[src/rtl/pulse_gen_pkg.sv]
// ============================================================================
//  Module  : pulse_gen_pkg
//  Brief   : Shared state encoding and mode constants for the multi-channel
//            pulse generator.
//  Rev     : 1.0  initial release
// ============================================================================
`default_nettype none

package pulse_gen_pkg;

  // Two-state channel FSM
  typedef enum logic [0:0] {
    IDLE = 1'b0,
    RUN  = 1'b1
  } state_t;

  // Per-channel mode input encoding
  localparam logic MODE_PERIODIC = 1'b0;
  localparam logic MODE_ONESHOT  = 1'b1;

endpackage

`default_nettype wire

[src/rtl/pulse_channel.sv]
// ============================================================================
//  Module  : pulse_channel
//  Brief   : One pulse/PWM channel: IDLE/RUN FSM plus period counter with
//            live (unshadowed) period and width compares.
//  Rev     : 1.0  initial release
// ============================================================================
`default_nettype none

module pulse_channel
  import pulse_gen_pkg::*;
#(
  parameter int N = 8
) (
  input  logic         clk,
  input  logic         rst_n,
  input  logic         ena,
  input  logic         mode,
  input  logic         start,
  input  logic         clr,
  input  logic [N-1:0] ticks,
  input  logic [N-1:0] width,
  output logic         out,
  output logic         last,
  output logic         busy
);

  state_t       state;
  logic [N-1:0] count;

  // Outputs decode straight from registered state; >= on the period compare
  // lets a shrinking ticks value end the period instead of wrapping.
  assign busy = (state == RUN);
  assign out  = busy & (count < width);
  assign last = busy & (count >= ticks);

  // Channel FSM and counter, priority: enable, clear, start-up, period end.
  always_ff @(posedge clk or negedge rst_n) begin
    if (!rst_n) begin
      state <= IDLE;
      count <= '0;
    end else if (!ena) begin
      state <= IDLE;
      count <= '0;
    end else if (clr) begin
      count <= '0;
      state <= (mode == MODE_ONESHOT) ? IDLE : RUN;
    end else if (state == IDLE) begin
      if ((mode == MODE_PERIODIC) || start) begin
        state <= RUN;
        count <= '0;
      end
    end else if (last) begin
      count <= '0;
      state <= (mode == MODE_ONESHOT) ? IDLE : RUN;
    end else begin
      count <= count + N'(1);
    end
  end

endmodule

`default_nettype wire

[src/rtl/pulse_generator_multi.sv]
// ============================================================================
//  Module  : pulse_generator_multi
//  Brief   : CHANNELS independent programmable pulse generators sharing a
//            clock and reset; ticks/width buses are packed N bits per channel.
//  Rev     : 1.0  initial release
// ============================================================================
`default_nettype none

module pulse_generator_multi
  import pulse_gen_pkg::*;
#(
  parameter int N        = 8,
  parameter int CHANNELS = 4
) (
  input  logic                  clk,
  input  logic                  rst_n,
  input  logic [CHANNELS-1:0]   ena,
  input  logic [CHANNELS-1:0]   mode,
  input  logic [CHANNELS-1:0]   start,
  input  logic [CHANNELS-1:0]   clr,
  input  logic [CHANNELS*N-1:0] ticks,
  input  logic [CHANNELS*N-1:0] width,
  output logic [CHANNELS-1:0]   out,
  output logic [CHANNELS-1:0]   last,
  output logic [CHANNELS-1:0]   busy
);

  // One fully independent channel per bit of the control vectors
  for (genvar i = 0; i < CHANNELS; i++) begin : g_ch
    pulse_channel #(
      .N (N)
    ) u_channel (
      .clk   (clk),
      .rst_n (rst_n),
      .ena   (ena[i]),
      .mode  (mode[i]),
      .start (start[i]),
      .clr   (clr[i]),
      .ticks (ticks[i*N +: N]),
      .width (width[i*N +: N]),
      .out   (out[i]),
      .last  (last[i]),
      .busy  (busy[i])
    );
  end

endmodule

`default_nettype wire

[config.mk]
export PLATFORM = sky130hd
export DESIGN_NAME = pulse_generator_multi
export DESIGN_NICKNAME = d
export VERILOG_FILES = /design/src/rtl/pulse_gen_pkg.sv /design/src/rtl/pulse_channel.sv /design/src/rtl/pulse_generator_multi.sv
export SDC_FILE = /design/constraint.sdc
export NUM_CORES = 1
export LEC_CHECK = 0
export CAP_MARGIN = 20
export CORE_MARGIN = 4
export CORE_UTILIZATION = 54
export DETAILED_ROUTE_END_ITERATION = 10
export PLACE_DENSITY = 0.87
export SLEW_MARGIN = 0
export SYNTH_ARGS = -nofsm -noshare
export SYNTH_HDL_FRONTEND = slang
export SYNTH_HIERARCHICAL = 1
export SYNTH_SLANG_ARGS = --single-unit
[constraint.sdc]
create_clock -name clk -period 5.69 [get_ports clk]
set_input_delay 0.8535 -clock clk [delete_from_list [all_inputs] [get_ports clk]]
set_output_delay 0.8535 -clock clk [all_outputs]
set_load 0.005 [all_outputs]
==> results of run 1 <==
[synth_stat cells]
library cell / n / area (um^2)
o211ai_1: 3 / 22.5
nand2b_1: 8 / 50.1
a21oi_1: 8 / 40.0
a32o_1: 4 / 40.0
nand3_1: 30 / 150
o21ai_1: 1 / 5.00
dfrtp_1: 36 / 901
clkbuf_1: 3 / 11.3
inv_1: 69 / 259
nand2_1: 36 / 135
a211oi_1: 3 / 22.5
and2b_2: 1 / 8.76
a211oi_2: 6 / 75.1
nor2b_1: 14 / 87.6
nand2_2: 1 / 6.26
clkbuf_2: 1 / 5.00
buf_2: 3 / 15.0
nor2_1: 16 / 60.1
ha_1: 64 / 801
a211oi_4: 3 / 60.1
o21ai_0: 18 / 90.1
o21ai_2: 3 / 26.3
o2111ai_1: 1 / 8.76
a21o_1: 8 / 60.1
nand4_1: 9 / 56.3
a31oi_2: 1 / 12.5
and3_1: 16 / 100
and2_1: 4 / 25.0
a31oi_1: 36 / 225
o22ai_1: 6 / 37.5
mux2i_1: 1 / 10.0
buf_6: 5 / 56.3
nor3_1: 6 / 30.0
nand3b_1: 11 / 82.6
a21oi_2: 1 / 8.76
[sequential cells by signal, indices dropped and copies added, names as in the netlist]
name and flops:
g_ch.u_channel/busy 4, g_ch.u_channel/count 32
[kinds of logic after synthesis]
group / share of synthesized area [%]
buf+inv: 9.67
fa+ha+maj: 22.3
mux: 0.279
simple gates: 22.1
flops: 25.1
compound gates: 20.5
[report_power, final]
part           internal [mW]  total [mW]  leakage [nW]  switching [mW]
clock network         0.0984       0.186        0.0445          0.0872
registers              0.259       0.266         0.497         0.00631
logic                 0.0829       0.135          1.75          0.0525
total                  0.440       0.586          2.29           0.146
[layout by cell type (no fill, tap or decap), types with 3 or more instances in the layout]
cell type        Yosys  final
a211oi_1             3      3
a31oi_1             36     36
nor3_1               6      6
ha_1                64     64
a21oi_1              8      8
clkdlybuf4s50_1      0     92
a211oi_2             6      6
and3_1              16     16
o21ai_0             18     18
a32o_1               4      4
o211ai_1             3      3
nand3b_1            11     11
a21o_1               8      8
nor2b_1             14     14
nand4_1              9      9
nand2_1             36     36
nand2b_1             8      8
nand3_1             30     30
o22ai_1              6      6
and2_1               4      4
inv_1               69     69
clkbuf_8             0      6
dfrtp_1             36     36
a211oi_4             3      3
o21ai_2              3      3
nor2_1              16     16
[how the worst max path moves through the flow]
stage | from | endpoint | slack (ns) | cells after the start
finish | ticks[13] | last[1] | 1.49 | 8
global route | ticks[10] | last[1] | 1.33 | 8
CTS | ticks[13] | last[1] | 1.49 | 8
detailed placement | ticks[13] | last[1] | 1.50 | 8
global placement | ticks[13] | last[1] | 1.57 | 8
floorplan | ticks[13] | last[1] | 2.74 | 7
[cell type report]
type / instances / area, um^2
Multi-Input combinational cell: 319 / 2340
Fill cell: 519 / 1770
Timing Repair Buffer: 93 / 926
Sequential cell: 36 / 901
Inverter: 69 / 259
Tap cell: 77 / 96.3
Clock buffer: 7 / 86.3
Clock inverter: 1 / 7.51
[layer usage]
metal / wire (um) / up-vias / share of wire, %
li1: - / 1730 / -
met1: 3430 / 1603 / 43
met2: 4070 / 89 / 51
met3: 441 / 6 / 5.5
met4: 59 / 0 / 0.74
met5: 0 / - / 0
==> results by group, run 1 <==
CTS
  – PostCTS Resize Cnt: 0
  – CTS max path bufs: 2
  – Clock Pin Slew Worst Setup and Hold Paths: 0.07 ns
  – Number of hold buffers added after cts: 0
  – Worst-Skew Late Latency: 0.28 ns
  – Post-CTS Setup Bufs: 0
  – # H-tree levels: 2
  – CTS buffer count: 5
  – CTS tree: built
  – Clock sink count: 36
  – Root Driver: clkbuf_8

Worst setup path
  – Worst path slowest cell: a211oi_2
  – CP bufs+invs: 3
  – Critical Path End Type: output port
  – Largest stage delay, worst path: 0.66 ns
  – FF-to-FF setup slack: 3.36 ns
  – Crit Path Category: input port to output port
  – R2R cell count: 6
  – Worst Setup Start Kind: input port
  – Delay-heaviest family, CP: buffers and inverters
  – CP required: 4.84 ns
  – Crit-path max FO: 12
  – Critical R2R Capture: g_ch[1].u_channel/count[6]
  – Critical Path AT: about 3.4 ns
  – Worst reg2reg startpoint: g_ch[1].u_channel/count[5]
  – CP cell instances: clkdlybuf4s50_1 > inv_1 > ha_1 > a211oi_2 > nor2_1 > a211oi_2 > and2b_2 > clkdlybuf4s50_1

STA
  – Clock period minus worst slack: 4.20 ns
  – Worst Setup Slack, final: 1.49 ns
  – Final Cycle Share: 73.8%
  – Fmax: 238 MHz
  – Relative slew slack: 47.2%
  – RSZ-0062 raised after global routing: false
  – Hold_ws: 0.572 ns
  – Tightest Pin Transition: 0.793 ns
  – Setup Skew: between 0.01 and 0.015 ns
  – Fin Setup TNS: 0 ns
  – Final Slew Violations: 0
  – Setup violations, final: 0
  – Final hold vios: 0

Cells and area
  – Share of layout cells above drive strength 1: around 4.6%
  – Antenna diode count: 0
  – Post-layout instance count excluding filler cells: 602
  – Post-layout util: 72.2%
  – Layout area overhead: 28.7%
  – Design Area, Final: 4610 um^2
  – Final nets: 670

Logic synthesis
  – Area of the mapped netlist: 3580 um^2
  – Syn Nets: 582
  – Synth warn: 6
  – Post-synth cell types: 35
  – Avg Synthesized Cell Area: 8.22 um^2
  – Register area share after synthesis: approximately a quarter
  – Post-synthesis cell count: between 400 and 500
  – #FFs+latches synth: 36

Global routing
  – Vias in the first global route: 3150
  – M2 GR Usage: 36.4%
  – Gr usage total: 19.8%
  – First-pass GRT wire length: approximately 13000 um
  – Largest net degree at the start of global routing: 37
  – Grt met3 use: about 3.6%
  – Initial antenna violation count: 0
  – Grt ovf: 0
  – GRT Max-Usage Layer: met2
  – Met1 Track Usage GR: approximately 24%

Pwr
  – P_leak: 2.29 nW
  – Total power: 586 uW
  – Worst IR Drop VDD: about 0.15 mV
  – Pwr per Cell Area: 127 nW/um^2

Placed design
  – Number of port buffers: 93
  – Post-Place Cell Area: 4520 um^2
  – Post-Place Worst Slack: ~1.5 ns
  – Placed Instances: 594
  – GPL Wtd Cong: 0.854
  – Final HPWL DP: ~6500 um

Drt
  – DRC: 0
  – Wire per inst: 13.3 um
  – DR iter-0 viols: 77
  – Vias per cell: 5.69
  – Final ANT Viol Nets: 0
  – Pre-antenna DRT Iters: 4
  – Final WL: 8000 um
  – Vias: around 3400

Min path
  – Worst hold path type: flip-flop to flip-flop
  – Worst Hold Endpoint: g_ch[2].u_channel/count[0]
  – Cell depth of the worst hold path: 1
  – Min-Delay Startpoint: g_ch[2].u_channel/count[0]

Die
  – Die area: about 8000 um^2
  – Core Region: 6390 um^2
  – Die H: 89.5 um
  – Num rows: 29
  – Starting density of the core: 56.1%
  – Die Wd: 89.5 um
  – Top Ports: 94

Flow run
  – # Max-Cap Violations: 0

Outcome
  – Status: finished, final reports clean
No activity file was read; power rests on OpenSTA's default activity.
==> run 2, diff against run 1 <==
--- a/config.mk
+++ b/config.mk
@@ -7,9 +7,9 @@
 export LEC_CHECK = 0
 export CAP_MARGIN = 20
 export CORE_MARGIN = 4
-export CORE_UTILIZATION = 54
+export CORE_UTILIZATION = 45
 export DETAILED_ROUTE_END_ITERATION = 10
-export PLACE_DENSITY = 0.87
+export PLACE_DENSITY = 0.78
 export SLEW_MARGIN = 0
 export SYNTH_ARGS = -nofsm -noshare
 export SYNTH_HDL_FRONTEND = slang
==> constraint.sdc (replaced) <==
create_clock -name clk -period 3.4 [get_ports clk]
set_input_delay 0.51 -clock clk [delete_from_list [all_inputs] [get_ports clk]]
set_output_delay 0.51 -clock clk [all_outputs]
set_load 0.005 [all_outputs]
==> run 2 against run 1 <==
- clock power up 67%
- clock skew down 0.0075 ns
- register-to-register slack worse by 2.0 ns
- worst setup slack worse by 1.2 ns
- sequential cell count unchanged
- combinational power up 68%
- largest cell class unchanged
- highest routed layer unchanged
==> results by group, run 2 (synthesis gave the netlist of run 1 again) <==
Worst setup path
  – Worst Setup Start Kind: input port
  – Crit-path max FO: 2 (-10)
  – CP required: 2.89 ns (-1.95 ns)
  – Critical Path AT: 2.56 ns (-0.79 ns)
  – Crit Path Category: input port to output port
  – Critical Path End Type: output port

Cells and area
  – Register name with the most flops: g_ch.u_channel/count
  – Filler cell count: 666 (+28%)
  – Layout area overhead: 30.3%
  – Post-layout instance count excluding filler cells: 631 (+4.8%)
  – Sequential Area: 901 um^2 (unchanged)
  – Final nets: 674 (+0.60%)
  – Most common cell after layout, fill and taps aside: clkdlybuf4s50_1
  – Largest register FFs: 32 (unchanged)
  – Share of layout cells above drive strength 1: 5.10% (+0.53 points)
  – Commonest non-fill, non-tap cells in the layout: 92 x clkdlybuf4s50_1, 69 x inv_1, 64 x ha_1
  – Footprint of the multi-input gates: 2340 um^2 (unchanged)
  – Antenna diode count: 0 (unchanged)

CTS
  – PostCTS Resize Cnt: 0 (unchanged)
  – Clock Pin Slew Worst Setup and Hold Paths: 0.07 ns (about the same)
  – Clock sink count: 36 (unchanged)
  – Number of hold buffers added after cts: 0 (unchanged)
  – CTS tree: built
  – CTS max path bufs: 2 (unchanged)
  – Root Driver: clkbuf_8
  – Worst-Skew Late Latency: 0.28 ns (about the same)
  – Post-CTS Setup Bufs: 0 (unchanged)
  – CTS buffer count: 5 (unchanged)
  – # H-tree levels: 2 (unchanged)

Die
  – Starting density of the core: 46.4% (-9.7 points)
  – Num rows: 32 (+10%)
  – Die H: 97.3 um (+8.7%)
  – Top Ports: 94 (unchanged)
  – Die area: 9460 um^2 (+18%)
  – Core Region: 7730 um^2 (+21%)
  – Die Wd: 97.3 um (+8.7%)

STA
  – Fmax: 326 MHz
  – Fin Setup TNS: 0 ns (unchanged)
  – Setup Skew: 0.00311 ns (-0.00748 ns)
  – Clock period minus worst slack: 3.07 ns
  – Hold_ws: 0.322 ns (-0.250 ns)
  – Relative slew slack: 44.8% (-2.4 points)
  – Setup violations, final: 0 (unchanged)
  – Final Slew Violations: 0 (unchanged)
  – Final Cycle Share: roughly 90%
  – Final hold vios: 0 (unchanged)
  – Tightest Pin Transition: 0.828 ns (+0.0358 ns)
  – RSZ-0062 raised after global routing: false

Global routing
  – Gr usage total: 17.2% (-2.6 points)
  – Grt ovf: 0 (unchanged)
  – Vias in the first global route: 3363 (+6.8%)
  – Initial antenna violation count: 0 (unchanged)
  – First-pass GRT wire length: 14200 um (+10%)
  – Largest net degree at the start of global routing: 37 (unchanged)

Pwr
  – Worst IR Drop VDD: 0.183 mV (+25%)
  – Clk pwr share: 31.7% (about the same)
  – P_sw: 244 uW (+67%)
  – Net Sw Frac: 24.8% (-0.063 points)
  – P_leak: 2.31 nW (+0.77%)
  – Comb power frac: 23.1% (about the same)
  – Pwr per Cell Area: 210 nW/um^2 (+65%)
  – Total power: 982 uW (+67%)
  – Flop pwr share: 45.2% (about the same)
  – P_int: 738 uW (+68%)

Drt
  – Wire per inst: 12.8 um (-3.7%)
  – Vias: 3414 (-0.41%)
  – DRC: 0 (unchanged)
  – Pre-antenna DRT Iters: 6 (+2)
  – Final WL: 8070 um (+0.93%)
  – Final ANT Viol Nets: 0 (unchanged)
  – DR iter-0 viols: 74 (-3.9%)
  – Vias per cell: 5.41 (-5.0%)

Placed design
  – GPL Wtd Cong: 0.753 (-12%)
  – Placed Instances: 623 (+4.9%)
  – Final HPWL DP: 6470 um (-0.97%)
  – Number of port buffers: 93 (unchanged)

Min path
  – Worst hold path type: input port to asynchronous set/reset pin

Flow run
  – # Max-Cap Violations: 0 (unchanged)

Outcome
  – Status: finished, final reports clean
-- run 2: worst max-delay path: stages --
cell	delay, ns
clkdlybuf4s50_1	0.45
inv_1	0.04
ha_1	0.31
a211oi_2	0.21
nor2_1	0.08
a211oi_2	0.26
and2b_2	0.25
clkdlybuf4s50_1	0.45
-- run 2: metrics by stage --
step	instance area, um^2	worst slack [ns]	util (%)
2_1_floorplan	3580	1.14	-
3_3_place_gp	4580	0.350	59.3
3_5_place_dp	4580	0.320	59.3
4_1_cts	4670	0.317	60.4
5_1_grt	4670	0.248	60.4
6_report	4670	0.332	60.4
-- run 2: cell type report --
cell class / count / share of cell area [%]
inverters: 69 / 5.55
multi-input cells: 319 / 50.0
flip-flops and latches: 36 / 19.3
repair buffers: 97 / 20.5
clock buffers: 8 / 1.93
well taps: 102 / 2.73
-- run 2: path summary, 6_finish.rpt --
path                                                  from                    endpoint  slack [ns]  cells after the start
worst max-delay path                             ticks[13]                     last[1]        0.33                      8
worst min-delay path                                 rst_n  g_ch[0].u_channel/count[0]        0.32                      1
worst max register to register  g_ch[1].u_channel/count[5]  g_ch[1].u_channel/count[3]        1.40                      7
worst min register to register  g_ch[0].u_channel/count[0]  g_ch[0].u_channel/count[0]        0.57                      1
max in group asynchronous                            rst_n  g_ch[1].u_channel/count[3]        2.55                      1
min in group clk                g_ch[0].u_channel/count[0]  g_ch[0].u_channel/count[0]        0.57                      1
-- run 2: power by group through the flow --
stage | Sequential, mW | Clock [mW] | Combinational [mW]
after global placement | 0.452 | 0 | 0.221
after CTS | 0.444 | 0.330 | 0.230
after floorplan | 0.450 | 0 | 0.0936
after global routing | 0.446 | 0.344 | 0.255
after detailed placement | 0.453 | 0 | 0.229
final | 0.444 | 0.311 | 0.227
-- run 2: per-layer routing --
metal / GRT usage [%] / wire [um] / vias up
li1: - / - / 1743
met1: 21.2 / 3590 / 1572
met2: 30.4 / 3950 / 92
met3: 4.16 / 461 / 7
met4: 4.05 / 59 / 0
met5: 0 / 0 / -
==> run 3, diff against run 2 <==
--- a/config.mk
+++ b/config.mk
@@ -6,10 +6,12 @@
 export NUM_CORES = 1
 export LEC_CHECK = 0
 export CAP_MARGIN = 20
+export CORE_ASPECT_RATIO = 0.8
 export CORE_MARGIN = 4
-export CORE_UTILIZATION = 45
+export CORE_UTILIZATION = 54
 export DETAILED_ROUTE_END_ITERATION = 10
-export PLACE_DENSITY = 0.78
+export GPL_ROUTABILITY_DRIVEN = 0
+export PLACE_DENSITY = 0.87
 export SLEW_MARGIN = 0
 export SYNTH_ARGS = -nofsm -noshare
 export SYNTH_HDL_FRONTEND = slang
==> constraint.sdc (replaced) <==
create_clock -name clk -period 3.9 [get_ports clk]
set_input_delay 0.585 -clock clk [delete_from_list [all_inputs] [get_ports clk]]
set_output_delay 0.585 -clock clk [all_outputs]
set_load 0.005 [all_outputs]
==> run 3 against run 2 <==
- via count up 0.73%
- first-iteration DRC count up 80%
- hold slack better by 0.056 ns
- power down 13%
- combinational power down 12%
- worst setup slack better by 0.31 ns
- cell count down 2.9%
- routed wire length up 4.6%
- sequential cell count unchanged
- clock skew up 0.00064 ns
- critical endpoint is now last[2]
- largest cell class unchanged
==> results by group, run 3 (synthesis gave the netlist of run 1 again) <==
Outcome
  – Status: finished, final reports clean

Cells and area
  – Commonest non-fill, non-tap cells in the layout: 92 x clkdlybuf4s50_1, 69 x inv_1, 64 x ha_1
  – Largest register FFs: 32 (unchanged)
  – Design Area, Final: 4650 um^2 (-0.43%)
  – Final nets: 674 (unchanged)
  – Share of layout cells above drive strength 1: 5.48% (+0.38 points)
  – Most common cell after layout, fill and taps aside: clkdlybuf4s50_1
  – Register name with the most flops: g_ch.u_channel/count
  – Filler cell count: 485 (-27%)
  – Post-layout util: 72.6% (+12 points)
  – Layout area overhead: 29.7%
  – Antenna diode count: 0 (unchanged)

CTS
  – Clock sink count: 36 (unchanged)
  – PostCTS Resize Cnt: 0 (unchanged)
  – Clock Pin Slew Worst Setup and Hold Paths: 0.07 ns (about the same)
  – Number of hold buffers added after cts: 0 (unchanged)
  – Post-CTS Setup Bufs: 0 (unchanged)
  – # H-tree levels: 2 (unchanged)
  – CTS max path bufs: 2 (unchanged)
  – Root Driver: clkbuf_8
  – Worst-Skew Late Latency: 0.28 ns (about the same)
  – CTS tree: built
  – CTS buffer count: 5 (unchanged)

Worst setup path
  – R2R cell count: 7 (unchanged)
  – CP endpoint: last[2]
  – Critical Path End Type: output port
  – CP Launch Point: ticks[18]
  – Critical R2R Capture: g_ch[3].u_channel/count[6]
  – Worst path slowest cell: clkdlybuf4s50_1
  – Crit-path max FO: 14 (+12)
  – Largest stage delay, worst path: 0.46 ns (about the same)
  – Worst reg2reg startpoint: g_ch[3].u_channel/count[2]
  – Most used cell, CP: clkdlybuf4s50_1
  – CP required: 3.31 ns (+0.42 ns)
  – Worst Setup Start Kind: input port
  – Crit Path Category: input port to output port
  – Critical Path AT: 2.67 ns (+0.11 ns)
  – FF-to-FF setup slack: 1.91 ns (+0.51 ns)
  – CP cell instances: clkdlybuf4s50_1 > inv_1 > ha_1 > a211oi_2 > o21ai_2 > a211oi_4 > buf_4 > nor2b_1 > clkdlybuf4s50_1

Die
  – Die area: 8010 um^2 (-15%)
  – Top Ports: 94 (unchanged)
  – Die Wd: 99.1 um (+1.9%)
  – Core Region: 6410 um^2 (-17%)
  – Die H: 80.9 um (-17%)
  – Num rows: 26 (-19%)
  – Starting density of the core: 55.9% (+9.5 points)

Drt
  – Vias: 3439 (+0.73%)
  – Final WL: 8440 um (+4.6%)
  – Final ANT Viol Nets: 0 (unchanged)
  – DRC: 0 (unchanged)
  – Pre-antenna DRT Iters: 4 (-2)
  – Wire per inst: 13.8 um (+7.6%)
  – Vias per cell: 5.61 (+3.7%)
  – DR iter-0 viols: 133 (+80%)

Global routing
  – Met1 Track Usage GR: 26.8% (+5.6 points)
  – GRT Max-Usage Layer: met2
  – M2 GR Usage: 38.7% (+8.3 points)
  – Grt met3 use: 3.95% (-0.22 points)
  – First-pass GRT wire length: 14400 um (+0.87%)
  – Gr usage total: 21.5% (+4.3 points)
  – Grt ovf: 0 (unchanged)
  – Vias in the first global route: 3343 (-0.59%)
  – Largest net degree at the start of global routing: 37 (unchanged)
  – Initial antenna violation count: 0 (unchanged)

Flow run
  – # Max-Cap Violations: 0 (unchanged)

STA
  – Fmax: 307 MHz
  – Final Cycle Share: a little over four fifths
  – Fin Setup TNS: 0 ns (unchanged)
  – Setup Skew: 0.00375 ns (+0.000636 ns)
  – Final hold vios: 0 (unchanged)
  – Worst Setup Slack, final: 0.644 ns (+0.311 ns)
  – Relative slew slack: 48.5% (+3.7 points)
  – Setup violations, final: 0 (unchanged)
  – RSZ-0062 raised after global routing: false
  – Final Slew Violations: 0 (unchanged)
  – Clock period minus worst slack: 3.26 ns
  – Tightest Pin Transition: 0.772 ns (-0.0561 ns)

Pwr
  – P_sw: 211 uW (-13%)
  – Clk pwr share: 31.1% (-0.6 points)
  – P_leak: 2.32 nW (+0.24%)
  – Worst IR Drop VDD: 0.161 mV (-12%)
  – Net Sw Frac: 24.8% (about the same)
  – P_int: 641 uW (-13%)
  – Total power: 852 uW (-13%)
  – Flop pwr share: 45.5% (+0.3 points)
  – Comb power frac: 23.5% (+0.4 points)
  – Pwr per Cell Area: 183 nW/um^2 (-13%)

Min path
  – Worst hold path type: input port to asynchronous set/reset pin

Placed design
  – Number of port buffers: 93 (unchanged)
  – Post-Place Worst Slack: 0.647 ns (+0.327 ns)
  – Final HPWL DP: 6970 um (+7.8%)
  – Post-Place Cell Area: 4560 um^2 (-0.49%)
run 3: changes by cell type in the layout (fill, tap and decap cells not counted):
cell,previous run,this run
clkbuf_1,2,0
clkinv_2,0,2
run 3: worst max-delay path, delay by kind of cell:
| family | cells | cell delay, ns |
|---|---|---|
| buffers and inverters | 4 | 1.17 |
| AOI/OAI and AO/OA | 3 | 0.54 |
| and+or+nand+nor | 1 | 0.07 |
| adders and majority gates | 1 | 0.31 |
run 3: worst min path at each step:
stage / to / slack [ns] / cells after the start
4_1_cts: g_ch[3].u_channel/count[2] / 0.41 / 1
2_1_floorplan: g_ch[0].u_channel/busy / 0.29 / 0
3_3_place_gp: g_ch[1].u_channel/count[0] / 0.56 / 1
6_report: g_ch[0].u_channel/count[2] / 0.38 / 1
5_1_grt: g_ch[3].u_channel/count[2] / 0.44 / 1
3_5_place_dp: g_ch[2].u_channel/count[0] / 0.58 / 1
run 3: power by group through the flow:
stage,logic [mW],clock network [mW],registers (mW)
finish,0.200,0.265,0.387
global route,0.224,0.290,0.389
CTS,0.203,0.275,0.388
detailed placement,0.202,0,0.395
global placement,0.192,0,0.394
floorplan,0.0816,0,0.392
run 3: per-layer routing:
layer | up-vias | wire length (um) | share of wire, %
met3 | 8 | 437 | 5.2
met4 | 0 | 53 | 0.63
li1 | 1738 | - | -
met5 | - | 0 | 0
met1 | 1611 | 3630 | 43
met2 | 82 | 4320 | 51
run 3: cell type report:
| type | instances | area [um^2] | area share, % |
|---|---|---|---|
| inverter | 69 | 259 | 5.57 |
| clock inverter | 2 | 10.0 | 0.215 |
| multi-input combinational | 319 | 2340 | 50.3 |
| clock buffer | 6 | 82.6 | 1.78 |
| tap | 84 | 105 | 2.26 |
| timing repair buffer | 97 | 956 | 20.6 |
| sequential | 36 | 901 | 19.4 |
run 3: through the flow:
step	instances	hold slack, ns
global route	613	0.436
detailed placement	605	0.578
floorplan	436	0.289
CTS	613	0.405
global placement	605	0.563
finish	613	0.378
